File: config.mk
export PLATFORM = sky130hd
export DESIGN_NAME = spi_flash_read_sequencer
export DESIGN_NICKNAME = d
export VERILOG_FILES = /design/src/rtl/spi_flash_read_sequencer_pkg.sv /design/src/rtl/spi_guard_timer.sv /design/src/rtl/spi_flash_read_sequencer.sv
export SDC_FILE = /design/constraint.sdc
export NUM_CORES = 1
export LEC_CHECK = 0
export BUFFER_PORTS_ARGS = -buffer_cell sky130_fd_sc_hd__clkbuf_2
export CAP_MARGIN = 20
export CORE_UTILIZATION = 40
export CTS_BUF_LIST = sky130_fd_sc_hd__clkbuf_8
export DETAILED_ROUTE_END_ITERATION = 6
export PLACE_DENSITY_LB_ADDON = 0.15
export SYNTH_ARGS = -nofsm -noshare
export SYNTH_HDL_FRONTEND = slang
export SYNTH_SLANG_ARGS = --single-unit
File: constraint.sdc
create_clock -name iSCLK -period 6.4 [get_ports iSCLK]
set_input_delay 1.28 -clock iSCLK [delete_from_list [all_inputs] [get_ports iSCLK]]
set_output_delay 1.28 -clock iSCLK [all_outputs]
set_load 0.005 [all_outputs]
File: src/rtl/spi_flash_read_sequencer_pkg.sv
// Shared constants for the SPI flash read sequencer: FSM state encodings,
// flash command opcodes and the default chip-select guard length.
package spi_flash_read_sequencer_pkg;

    localparam int STATE_W = 4;

    localparam logic [STATE_W-1:0] ST_IDLE     = 4'd0;
    localparam logic [STATE_W-1:0] ST_CS_SETUP = 4'd1;
    localparam logic [STATE_W-1:0] ST_CMD      = 4'd2;
    localparam logic [STATE_W-1:0] ST_ADR2     = 4'd3;
    localparam logic [STATE_W-1:0] ST_ADR1     = 4'd4;
    localparam logic [STATE_W-1:0] ST_ADR0     = 4'd5;
    localparam logic [STATE_W-1:0] ST_DATA     = 4'd6;
    localparam logic [STATE_W-1:0] ST_DATA_OUT = 4'd7;
    localparam logic [STATE_W-1:0] ST_CS_HOLD  = 4'd8;
    localparam logic [STATE_W-1:0] ST_DONE     = 4'd9;

    // FAST_READ and RDSR are reserved for later sequencer variants.
    localparam logic [7:0] CMD_READ      = 8'h03;
    localparam logic [7:0] CMD_FAST_READ = 8'h0B;
    localparam logic [7:0] CMD_RDSR      = 8'h05;

    localparam int CS_GUARD_DEFAULT = 4;
    localparam int GUARD_WIDTH      = 8;

    function automatic logic isByteState(input logic [STATE_W-1:0] state);
        return (state == ST_CMD)  || (state == ST_ADR2) || (state == ST_ADR1) ||
               (state == ST_ADR0) || (state == ST_DATA);
    endfunction

endpackage

File: src/rtl/spi_guard_timer.sv
// Loadable down-counter with a zero flag; times the CS setup, hold and
// deselect intervals of the read sequencer.
module spi_guard_timer #(
    parameter int pWidth = 8
) (
    input  logic              iClk,
    input  logic              iRstN,
    input  logic              iLoad,
    input  logic [pWidth-1:0] iLoadVal,
    output logic              oZero
);

    logic [pWidth-1:0] r_count;

    // Counter parks at zero so the flag stays valid until the next load.
    always_ff @(posedge iClk or negedge iRstN) begin
        if (!iRstN) begin
            r_count <= '0;
        end else if (iLoad) begin
            r_count <= iLoadVal;
        end else if (r_count != '0) begin
            r_count <= r_count - pWidth'(1);
        end
    end

    assign oZero = (r_count == '0);

endmodule

File: src/rtl/spi_flash_read_sequencer.sv
// Runs a complete SPI flash READ transaction (command, 24-bit address, N data
// bytes) on the byte engine and streams the received bytes over valid/ready.
module spi_flash_read_sequencer
    import spi_flash_read_sequencer_pkg::*;
#(
    parameter int         pDivClk   = 16,
    parameter int         pLenWidth = 16,
    parameter int         pCsGuard  = CS_GUARD_DEFAULT,
    parameter logic [7:0] pCmdRead  = CMD_READ
) (
    input  logic                 iSCLK,
    input  logic                 iSRST,
    input  logic                 iStart,
    input  logic [23:0]          iAdrs,
    input  logic [pLenWidth-1:0] iLen,
    input  logic                 iAbort,
    input  logic [pDivClk-1:0]   iDiv,
    output logic                 oBusy,
    output logic                 oDone,
    output logic                 oAborted,
    output logic [7:0]           oRdData,
    output logic                 oRdValid,
    input  logic                 iRdReady,
    output logic                 oOwn,
    output logic                 oSpiEn,
    output logic [pDivClk-1:0]   oSpiDiv,
    output logic [7:0]           oSpiWd,
    output logic                 oSpiCs,
    input  logic                 iSpiIntr,
    input  logic [7:0]           iSpiRd
);

    localparam logic [GUARD_WIDTH-1:0] cGuardLoad = GUARD_WIDTH'(pCsGuard - 1);

    logic [STATE_W-1:0]   r_state;
    logic [STATE_W-1:0]   w_next;
    logic [23:0]          r_adrs;
    logic [pLenWidth-1:0] r_len;
    logic                 r_abort;
    logic                 r_busy;
    logic                 r_done;
    logic                 r_aborted;
    logic [7:0]           r_rdData;
    logic                 r_rdValid;
    logic                 r_own;
    logic                 r_spiEn;
    logic [pDivClk-1:0]   r_spiDiv;
    logic [7:0]           r_spiWd;
    logic                 r_spiCs;
    logic [7:0]           w_txByte;
    logic                 w_timerLoad;
    logic                 w_guardZero;

    spi_guard_timer #(
        .pWidth(GUARD_WIDTH)
    ) u_guard (
        .iClk    (iSCLK),
        .iRstN   (iSRST),
        .iLoad   (w_timerLoad),
        .iLoadVal(cGuardLoad),
        .oZero   (w_guardZero)
    );

    always_comb begin
        w_txByte = 8'h00;
        case (r_state)
            ST_CMD:  w_txByte = pCmdRead;
            ST_ADR2: w_txByte = r_adrs[23:16];
            ST_ADR1: w_txByte = r_adrs[15:8];
            ST_ADR0: w_txByte = r_adrs[7:0];
            default: w_txByte = 8'h00;
        endcase
    end

    // Byte states advance only on the engine's completion pulse; a pending
    // abort is honoured at the idle gap before the next byte would be issued.
    always_comb begin
        w_next = r_state;
        case (r_state)
            ST_IDLE:     if (iStart) w_next = ST_CS_SETUP;
            ST_CS_SETUP: if (w_guardZero) w_next = ST_CMD;
            ST_CMD, ST_ADR2, ST_ADR1, ST_ADR0, ST_DATA: begin
                if (r_spiEn) begin
                    if (iSpiIntr) begin
                        case (r_state)
                            ST_CMD:  w_next = r_abort ? ST_CS_HOLD : ST_ADR2;
                            ST_ADR2: w_next = r_abort ? ST_CS_HOLD : ST_ADR1;
                            ST_ADR1: w_next = r_abort ? ST_CS_HOLD : ST_ADR0;
                            ST_ADR0: w_next = (r_abort || r_len == '0) ? ST_CS_HOLD : ST_DATA;
                            default: w_next = ST_DATA_OUT;
                        endcase
                    end
                end else if (r_abort) begin
                    w_next = ST_CS_HOLD;
                end
            end
            ST_DATA_OUT: begin
                if (r_rdValid && iRdReady) begin
                    w_next = (r_abort || r_len == '0) ? ST_CS_HOLD : ST_DATA;
                end
            end
            ST_CS_HOLD:  if (w_guardZero) w_next = ST_DONE;
            ST_DONE:     if (w_guardZero) w_next = ST_IDLE;
            default:     w_next = ST_IDLE;
        endcase
    end

    assign w_timerLoad = (w_next != r_state) &&
                         ((w_next == ST_CS_SETUP) || (w_next == ST_CS_HOLD) || (w_next == ST_DONE));

    always_ff @(posedge iSCLK or negedge iSRST) begin
        if (!iSRST) begin
            r_state   <= ST_IDLE;
            r_adrs    <= '0;
            r_len     <= '0;
            r_abort   <= 1'b0;
            r_busy    <= 1'b0;
            r_done    <= 1'b0;
            r_aborted <= 1'b0;
            r_rdData  <= 8'h00;
            r_rdValid <= 1'b0;
            r_own     <= 1'b0;
            r_spiEn   <= 1'b0;
            r_spiDiv  <= '1;
            r_spiWd   <= 8'h00;
            r_spiCs   <= 1'b1;
        end else begin
            r_state   <= w_next;
            r_spiDiv  <= iDiv;
            r_done    <= 1'b0;
            r_aborted <= 1'b0;
            // Abort only matters before the closing CS hold; later it would be misreported.
            if (r_busy && iAbort && r_state != ST_CS_HOLD && r_state != ST_DONE) begin
                r_abort <= 1'b1;
            end
            case (r_state)
                ST_IDLE: begin
                    if (iStart) begin
                        r_adrs  <= iAdrs;
                        r_len   <= iLen;
                        r_busy  <= 1'b1;
                        r_own   <= 1'b1;
                        r_spiCs <= 1'b0;
                    end
                end
                ST_CMD, ST_ADR2, ST_ADR1, ST_ADR0, ST_DATA: begin
                    if (r_spiEn) begin
                        if (iSpiIntr) begin
                            r_spiEn <= 1'b0;
                            if (r_state == ST_DATA) begin
                                r_rdData  <= iSpiRd;
                                r_rdValid <= 1'b1;
                                r_len     <= r_len - pLenWidth'(1);
                            end
                        end
                    end else if (w_next == r_state) begin
                        r_spiEn <= 1'b1;
                        r_spiWd <= w_txByte;
                    end
                end
                ST_DATA_OUT: begin
                    if (r_rdValid && iRdReady) begin
                        r_rdValid <= 1'b0;
                    end
                end
                ST_CS_HOLD: begin
                    if (w_guardZero) begin
                        r_spiCs <= 1'b1;
                    end
                end
                ST_DONE: begin
                    if (w_guardZero) begin
                        r_done    <= 1'b1;
                        r_aborted <= r_abort;
                        r_abort   <= 1'b0;
                        r_busy    <= 1'b0;
                        r_own     <= 1'b0;
                    end
                end
                default: ;
            endcase
        end
    end

    assign oBusy    = r_busy;
    assign oDone    = r_done;
    assign oAborted = r_aborted;
    assign oRdData  = r_rdData;
    assign oRdValid = r_rdValid;
    assign oOwn     = r_own;
    assign oSpiEn   = r_spiEn;
    assign oSpiDiv  = r_spiDiv;
    assign oSpiWd   = r_spiWd;
    assign oSpiCs   = r_spiCs;

endmodule

==> impl_metrics.tcl, run 1 <==
set metrics [dict create \
    status "finished, final reports clean" \
    io_pins 109 \
    synth-compound-area-share 0.1492 \
    worstPathArrival_ns 3.57 \
    die_w_um 106 \
    place_area_mm2 0.004946 \
    cts_buffers 9 \
    synthMuxAreaShare 0.05090 \
    cts_max_level 3 \
    drt_iter0_drc 195 \
    fmax_mhz 301.4 \
    port_buffers 108 \
    required_ns 6.65 \
    rsz0062_at_grt "no" \
    grt_usage 0.1910 \
    drt-total-wl_um 9984 \
    syn_area_mm2 0.004327 \
    power_density_mw_per_mm2 206.8 \
    ctsHoldBuffers 0 \
    synth_edf_count 0 \
    ir_worst_vdd_mv 0.1107 \
    postSynthCellCount 437 \
    gp_congestion 0.9141 \
    clockBufferDepth 2 \
    fill_cells 1002 \
    clkTransAtPathRegs_ns 0.09 \
    syn_area_per_cell_um2 9.901 \
    worstHoldPathType "flop to flop" \
    cp_slowest_cell "nor3_4" \
    post_cts_buffers 0 \
    period_needed_ns 3.318 \
    startpoint_type "flop" \
    crit_buf_inv 0 \
    die-area_mm2 0.01124 \
    grt_pass1_wl_um 16790 \
    ctsRootBufferMaster "clkbuf_8" \
    overflow 0 \
    cts_resized 0 \
    postLayoutCellArea_mm2 0.005167 \
    yosys.area_share.simple 0.2163 \
    fp-row-count 37 \
    max_slew_margin 0.3533 \
    synth-xor-area-share 0.01012 \
    worstSetupPathType "flop to flop" \
    async_reset_ff_frac 1.000 \
    drc_errors 0 \
    yosys_warnings 0 \
    wl_per_cell_um 14.75 \
    cp_slowest_stage_delay_ns 0.75 \
    fp.dieH_um 106 \
    synth_nets 509 \
    grt_max_degree 47 \
    area_growth_pct 19.43 \
    path_cells "and3_1 > nor3_4 > nand2_1 > o311a_2 > a2111o_1 > mux2_4" \
    synth_top_family_by_area "simple AND/OR/NAND/NOR gates" \
    start_util 0.4154 \
    cts_sinks 91 \
    synth_seq_cells 91 \
    synthFlopType "dfrtp_1" \
    cp-end-kind "flop" \
    tightestPinTransition_ns 0.9680 \
    drv_cap 0 \
    fin_setup_tns_ns 0 \
    layout-drive-gt1-share 0.3216 \
    worstSkewPairLatency_ns 0.36 \
    core_area_mm2 0.01042 \
    dp_hpwl_um 7035 \
    hold_viol 0 \
    min_period_over_period 0.5185 \
    vias 3445 \
    cts_tree "built" \
    fin_nets 608 \
    leakage_nw 2.540 \
    drt-pass1-iter-count 5 \
    ys_seq_area_frac 0.5312 \
    crit_family "simple AND/OR/NAND/NOR gates" \
    slew_violations 0 \
    grt_pass1_vias 3519 \
    via_per_inst 5.089 \
    critical_path_peak_fanout 26 \
    synth-adder-area-share 0.005784 \
    finalSetupViolations 0 \
    finalClockSkew_ns 0.006573 \
    drtAntennaViolNets 0 \
    grt_antenna_before_repair 0 \
    antennaDiodeCount 0 \
    synthDistinctLibCells 62 \
]
flip-flops by register name, summed over array words and instances (netlist names), 4 cells and up:
signal,flops
r_adrs,24
oSpiDiv,16
r_len,16
oRdData,8
oSpiWd,8
u_guard.r_count,8
r_state,4
area by class of cell:
cell class	instances	area, um2	area share
clock buffers	9	123.9	0.02397
inverters	11	41.29	0.007990
clock inverters	7	97.59	0.01889
repair buffers	111	565.5	0.1094
flip-flops and latches	91	2298	0.4448
well taps	136	170.2	0.03293
multi-input cells	312	1871	0.3620
stage by stage:
step           power [W]  setup slack [ns]  std cells  utilization  hold slack (ns)
3_5_place_dp   0.0006397             2.864        661       0.4748           0.4587
3_3_place_gp   0.0006388             2.924        661       0.4748           0.4498
4_1_cts         0.001085             3.083        677       0.4961           0.4725
6_report        0.001068             3.082        677       0.4961           0.4670
2_1_floorplan  0.0006002             3.263        437            -           0.4455
5_1_grt         0.001108             2.849        677       0.4961           0.5076
worst register-to-register path, stage by stage, from the launching register on:
cell and delay [ns]:
dfrtp_1 0.53, and3_1 0.30, nor3_4 0.75, nand2_1 0.16
o311a_2 0.46, a2111o_1 0.64, mux2_4 0.38
cell usage after synthesis (6+ instances only):
| cell type | number | area [um2] |
|---|---|---|
| nand2_1 | 98 | 367.9 |
| dfrtp_1 | 74 | 1852 |
| a21oi_1 | 36 | 180.2 |
| nor2_1 | 32 | 120.1 |
| o21ai_0 | 27 | 135.1 |
| dfstp_2 | 17 | 446.7 |
| clkbuf_1 | 14 | 52.55 |
| inv_1 | 11 | 41.29 |
| mux2_2 | 8 | 90.09 |
| mux2_4 | 8 | 120.1 |
| a22oi_1 | 7 | 52.55 |
| nand2b_1 | 7 | 43.79 |
| nand3_1 | 6 | 30.03 |
| nor2b_1 | 6 | 37.54 |
cells by family after synthesis:
kind of cell,count (synthesis)
mux,17
fa+ha+maj,2
buf+inv,34
simple gates,189
xor+xnor,5
compound gates,99
flops,91
worst paths after layout:
check	startpoint	to	slack, ns	cells past startpoint
setup / recovery	r_state[2]$_DFF_PN0_	oSpiWd[2]$_DFFE_PN0P_	3.08	6
hold / removal	oSpiCs$_DFFE_PN1P_	oSpiCs$_DFFE_PN1P_	0.47	2
setup reg to reg	r_state[2]$_DFF_PN0_	oSpiWd[2]$_DFFE_PN0P_	3.08	6
hold reg to reg	oSpiCs$_DFFE_PN1P_	oSpiCs$_DFFE_PN1P_	0.47	2
max in group asynchronous	iSRST	oRdData[7]$_DFFE_PN0P_	4.48	2
min in group asynchronous	iSRST	u_guard.r_count[4]$_DFFE_PN0P_	0.91	1
per-layer routing:
| layer | routed length, um | global-route usage |
|---|---|---|
| met5 | 0 | 0 |
| met4 | 189 | 0.07738 |
| met2 | 4726 | 0.3067 |
| met3 | 522 | 0.04047 |
| met1 | 4546 | 0.2518 |
report_power, final:
part,switching (W),internal (W),leakage (nW),total (W)
clock,0.000218,0.000223,0.115,0.000441
sequential,0.00000129,0.000584,1.15,0.000585
combinational,0.0000216,0.0000207,1.27,0.0000423
placed cells by master, fill, tap and decap left out, types with 9 or more instances in the layout:
master | Yosys | final
nor2_1 | 32 | 32
inv_1 | 11 | 11
nand2_1 | 98 | 98
o21ai_0 | 27 | 27
clkbuf_2 | 0 | 107
dfrtp_1 | 74 | 74
dfstp_2 | 17 | 17
a21oi_1 | 36 | 36
clkbuf_8 | 0 | 9
No activity file was read; power rests on OpenSTA's default activity.
==> inputs of run 2 (changes only) <==
Clock period 6.4 ns to 3 ns, I/O delays scaled along.
==> impl_metrics.tcl, run 2 (synthesized netlist as in run 1, its figures left out) <==
set metrics [dict create \
    worstHoldPathType "primary input to async pin" \
    startpoint_type "flop" \
    ir_worst_vdd_mv 0.3430 \
    fp-row-count 37 \
    seq_power_share 0.510 \
    io_pins 109 \
    fill_cells 1021 \
    drt-total-wl_um 9974 \
    gp_congestion 0.8745 \
    tightestPinTransition_ns 0.6540 \
    clkTransAtPathRegs_ns 0.09 \
    die_w_um 106 \
    cp_slowest_cell "or4b_4" \
    switching_share 0.2023 \
    cp_slowest_stage_delay_ns 0.51 \
    placed_cells 673 \
    r2r-start "r_len[0]$_DFFE_PN0P_" \
    crit_family "compound AO/OA/AOI/OAI gates" \
    grt_usage 0.1875 \
    power_density_mw_per_mm2 459.9 \
    drtAntennaViolNets 0 \
    clkPwrFrac 0.453 \
    path_cells "inv_1 > ha_1 > or4b_4 > nor4_4 > a41oi_2 > o21ai_2 > o311a_2 > a2111o_1 > buf_4 > mux2_4" \
    regMostFlops "r_adrs" \
    worstSkewPairLatency_ns 0.36 \
    slew_violations 0 \
    largest_register_ffs 24 \
    critical_path_peak_fanout 9 \
    post_cts_buffers 0 \
    crit_start "r_len[0]$_DFFE_PN0P_" \
    max_slew_margin 0.5640 \
    clockBufferDepth 2 \
    finalSetupViolations 0 \
    finalClockSkew_ns 0.008692 \
    drt_iter0_drc 158 \
    min_period_over_period 0.9452 \
    wl_per_cell_um 14.48 \
    cts_max_level 3 \
    overflow 0 \
    via_per_inst 5.078 \
    grt_pass1_vias 3497 \
    cp-end-kind "flop" \
    ctsRootBufferMaster "clkbuf_8" \
    area_growth_pct 23.08 \
    layout-drive-gt1-share 0.3382 \
    die-area_mm2 0.01124 \
    drv_cap 0 \
    fin_util 0.5112 \
    fin_nets 620 \
    layout_common_cells "clkbuf_2 (107), nand2_1 (98), dfrtp_1 (74)" \
    core_area_mm2 0.01042 \
    intPower_w 0.001953 \
    leakage_nw 2.627 \
    grt_antenna_before_repair 0 \
    dp_hpwl_um 7128 \
    required_ns 3.25 \
    fmax_mhz 352.7 \
    power_frac_comb 0.038 \
    grt_pass1_wl_um 16580 \
    drt-pass1-iter-count 4 \
    register_area_mm2 0.002298 \
    timing.final.ws_setup_ns 0.1644 \
    start_util 0.4154 \
    cts_buffers 9 \
    period_needed_ns 2.836 \
    crit_buf_inv 2 \
    detailedPlace.worstSlack_ns 0.1741 \
    vias 3499 \
    worstPathArrival_ns 3.09 \
    status "finished, final reports clean" \
    worstSetupPathType "flop to flop" \
    port_buffers 108 \
    grt_max_degree 51 \
    final_cell_count_no_fill 689 \
    multi_input_area_mm2 0.001874 \
    antennaDiodeCount 0 \
    hold_viol 0 \
    ctsHoldBuffers 0 \
    cts_tree "built" \
    fp.dieH_um 106 \
    p_sw_w 0.0004955 \
    cts_sinks 91 \
    layout_commonest_cell "clkbuf_2" \
    drc_errors 0 \
]
==> run 2: metrics by stage <==
step	instance area (um2)	setup TNS (ns)	hold WS (ns)	power, W
after global routing	5325	-0.002506	0.2846	0.002533
after global placement	5049	0	0.4588	0.001365
after detailed placement	5049	0	0.4631	0.001367
final	5325	0	0.2601	0.002449
after CTS	5321	0	0.2748	0.002479
after floorplan	4327	0	0.3044	0.001280
==> run 2: layout make-up <==
type / count / share of cell area
flip-flops and latches: 91 / 0.4316
multi-input cells: 312 / 0.3520
repair buffers: 123 / 0.1255
well taps: 136 / 0.03195
clock buffers: 10 / 0.02585
clock inverters: 6 / 0.02538
inverters: 11 / 0.007754
==> run 2: power groups by stage <==
stage	Sequential [W]	Clock [W]	Combinational, W
4_1_cts	0.00125	0.00114	0.0000956
3_3_place_gp	0.00127	0	0.0000944
3_5_place_dp	0.00127	0	0.0000954
5_1_grt	0.00125	0.00118	0.000105
2_1_floorplan	0.00127	0	0.00000674
6_report	0.00125	0.00111	0.0000925
==> run 2: worst paths after layout <==
check | end | cells past startpoint | slack, ns
worst max-delay path | oSpiWd[4]$_DFFE_PN0P_ | 10 | 0.16
worst min-delay path | u_guard.r_count[4]$_DFFE_PN0P_ | 1 | 0.26
worst max register to register | oSpiWd[4]$_DFFE_PN0P_ | 10 | 0.16
worst min register to register | oSpiCs$_DFFE_PN1P_ | 2 | 0.48
max in group asynchronous | oSpiDiv[8]$_DFF_PN1_ | 2 | 2.01
min in group iSCLK | oSpiDiv[1]$_DFF_PN1_ | 1 | 0.30
==> run 2: what timing repair did <==
action | in CTS | in global routing
gates resized for setup | 0 | 1
endpoints found under the hold margin | 0 | 0
endpoints found under the setup margin | 0 | 8
==> run 2: routing by layer <==
metal | vias to the layer above | part of all wire | track usage
li1 | 1726 | - | -
met1 | 1663 | 0.47 | 0.2464
met2 | 95 | 0.47 | 0.3039
met3 | 15 | 0.045 | 0.03066
met4 | 0 | 0.020 | 0.08631
met5 | - | 0 | 0
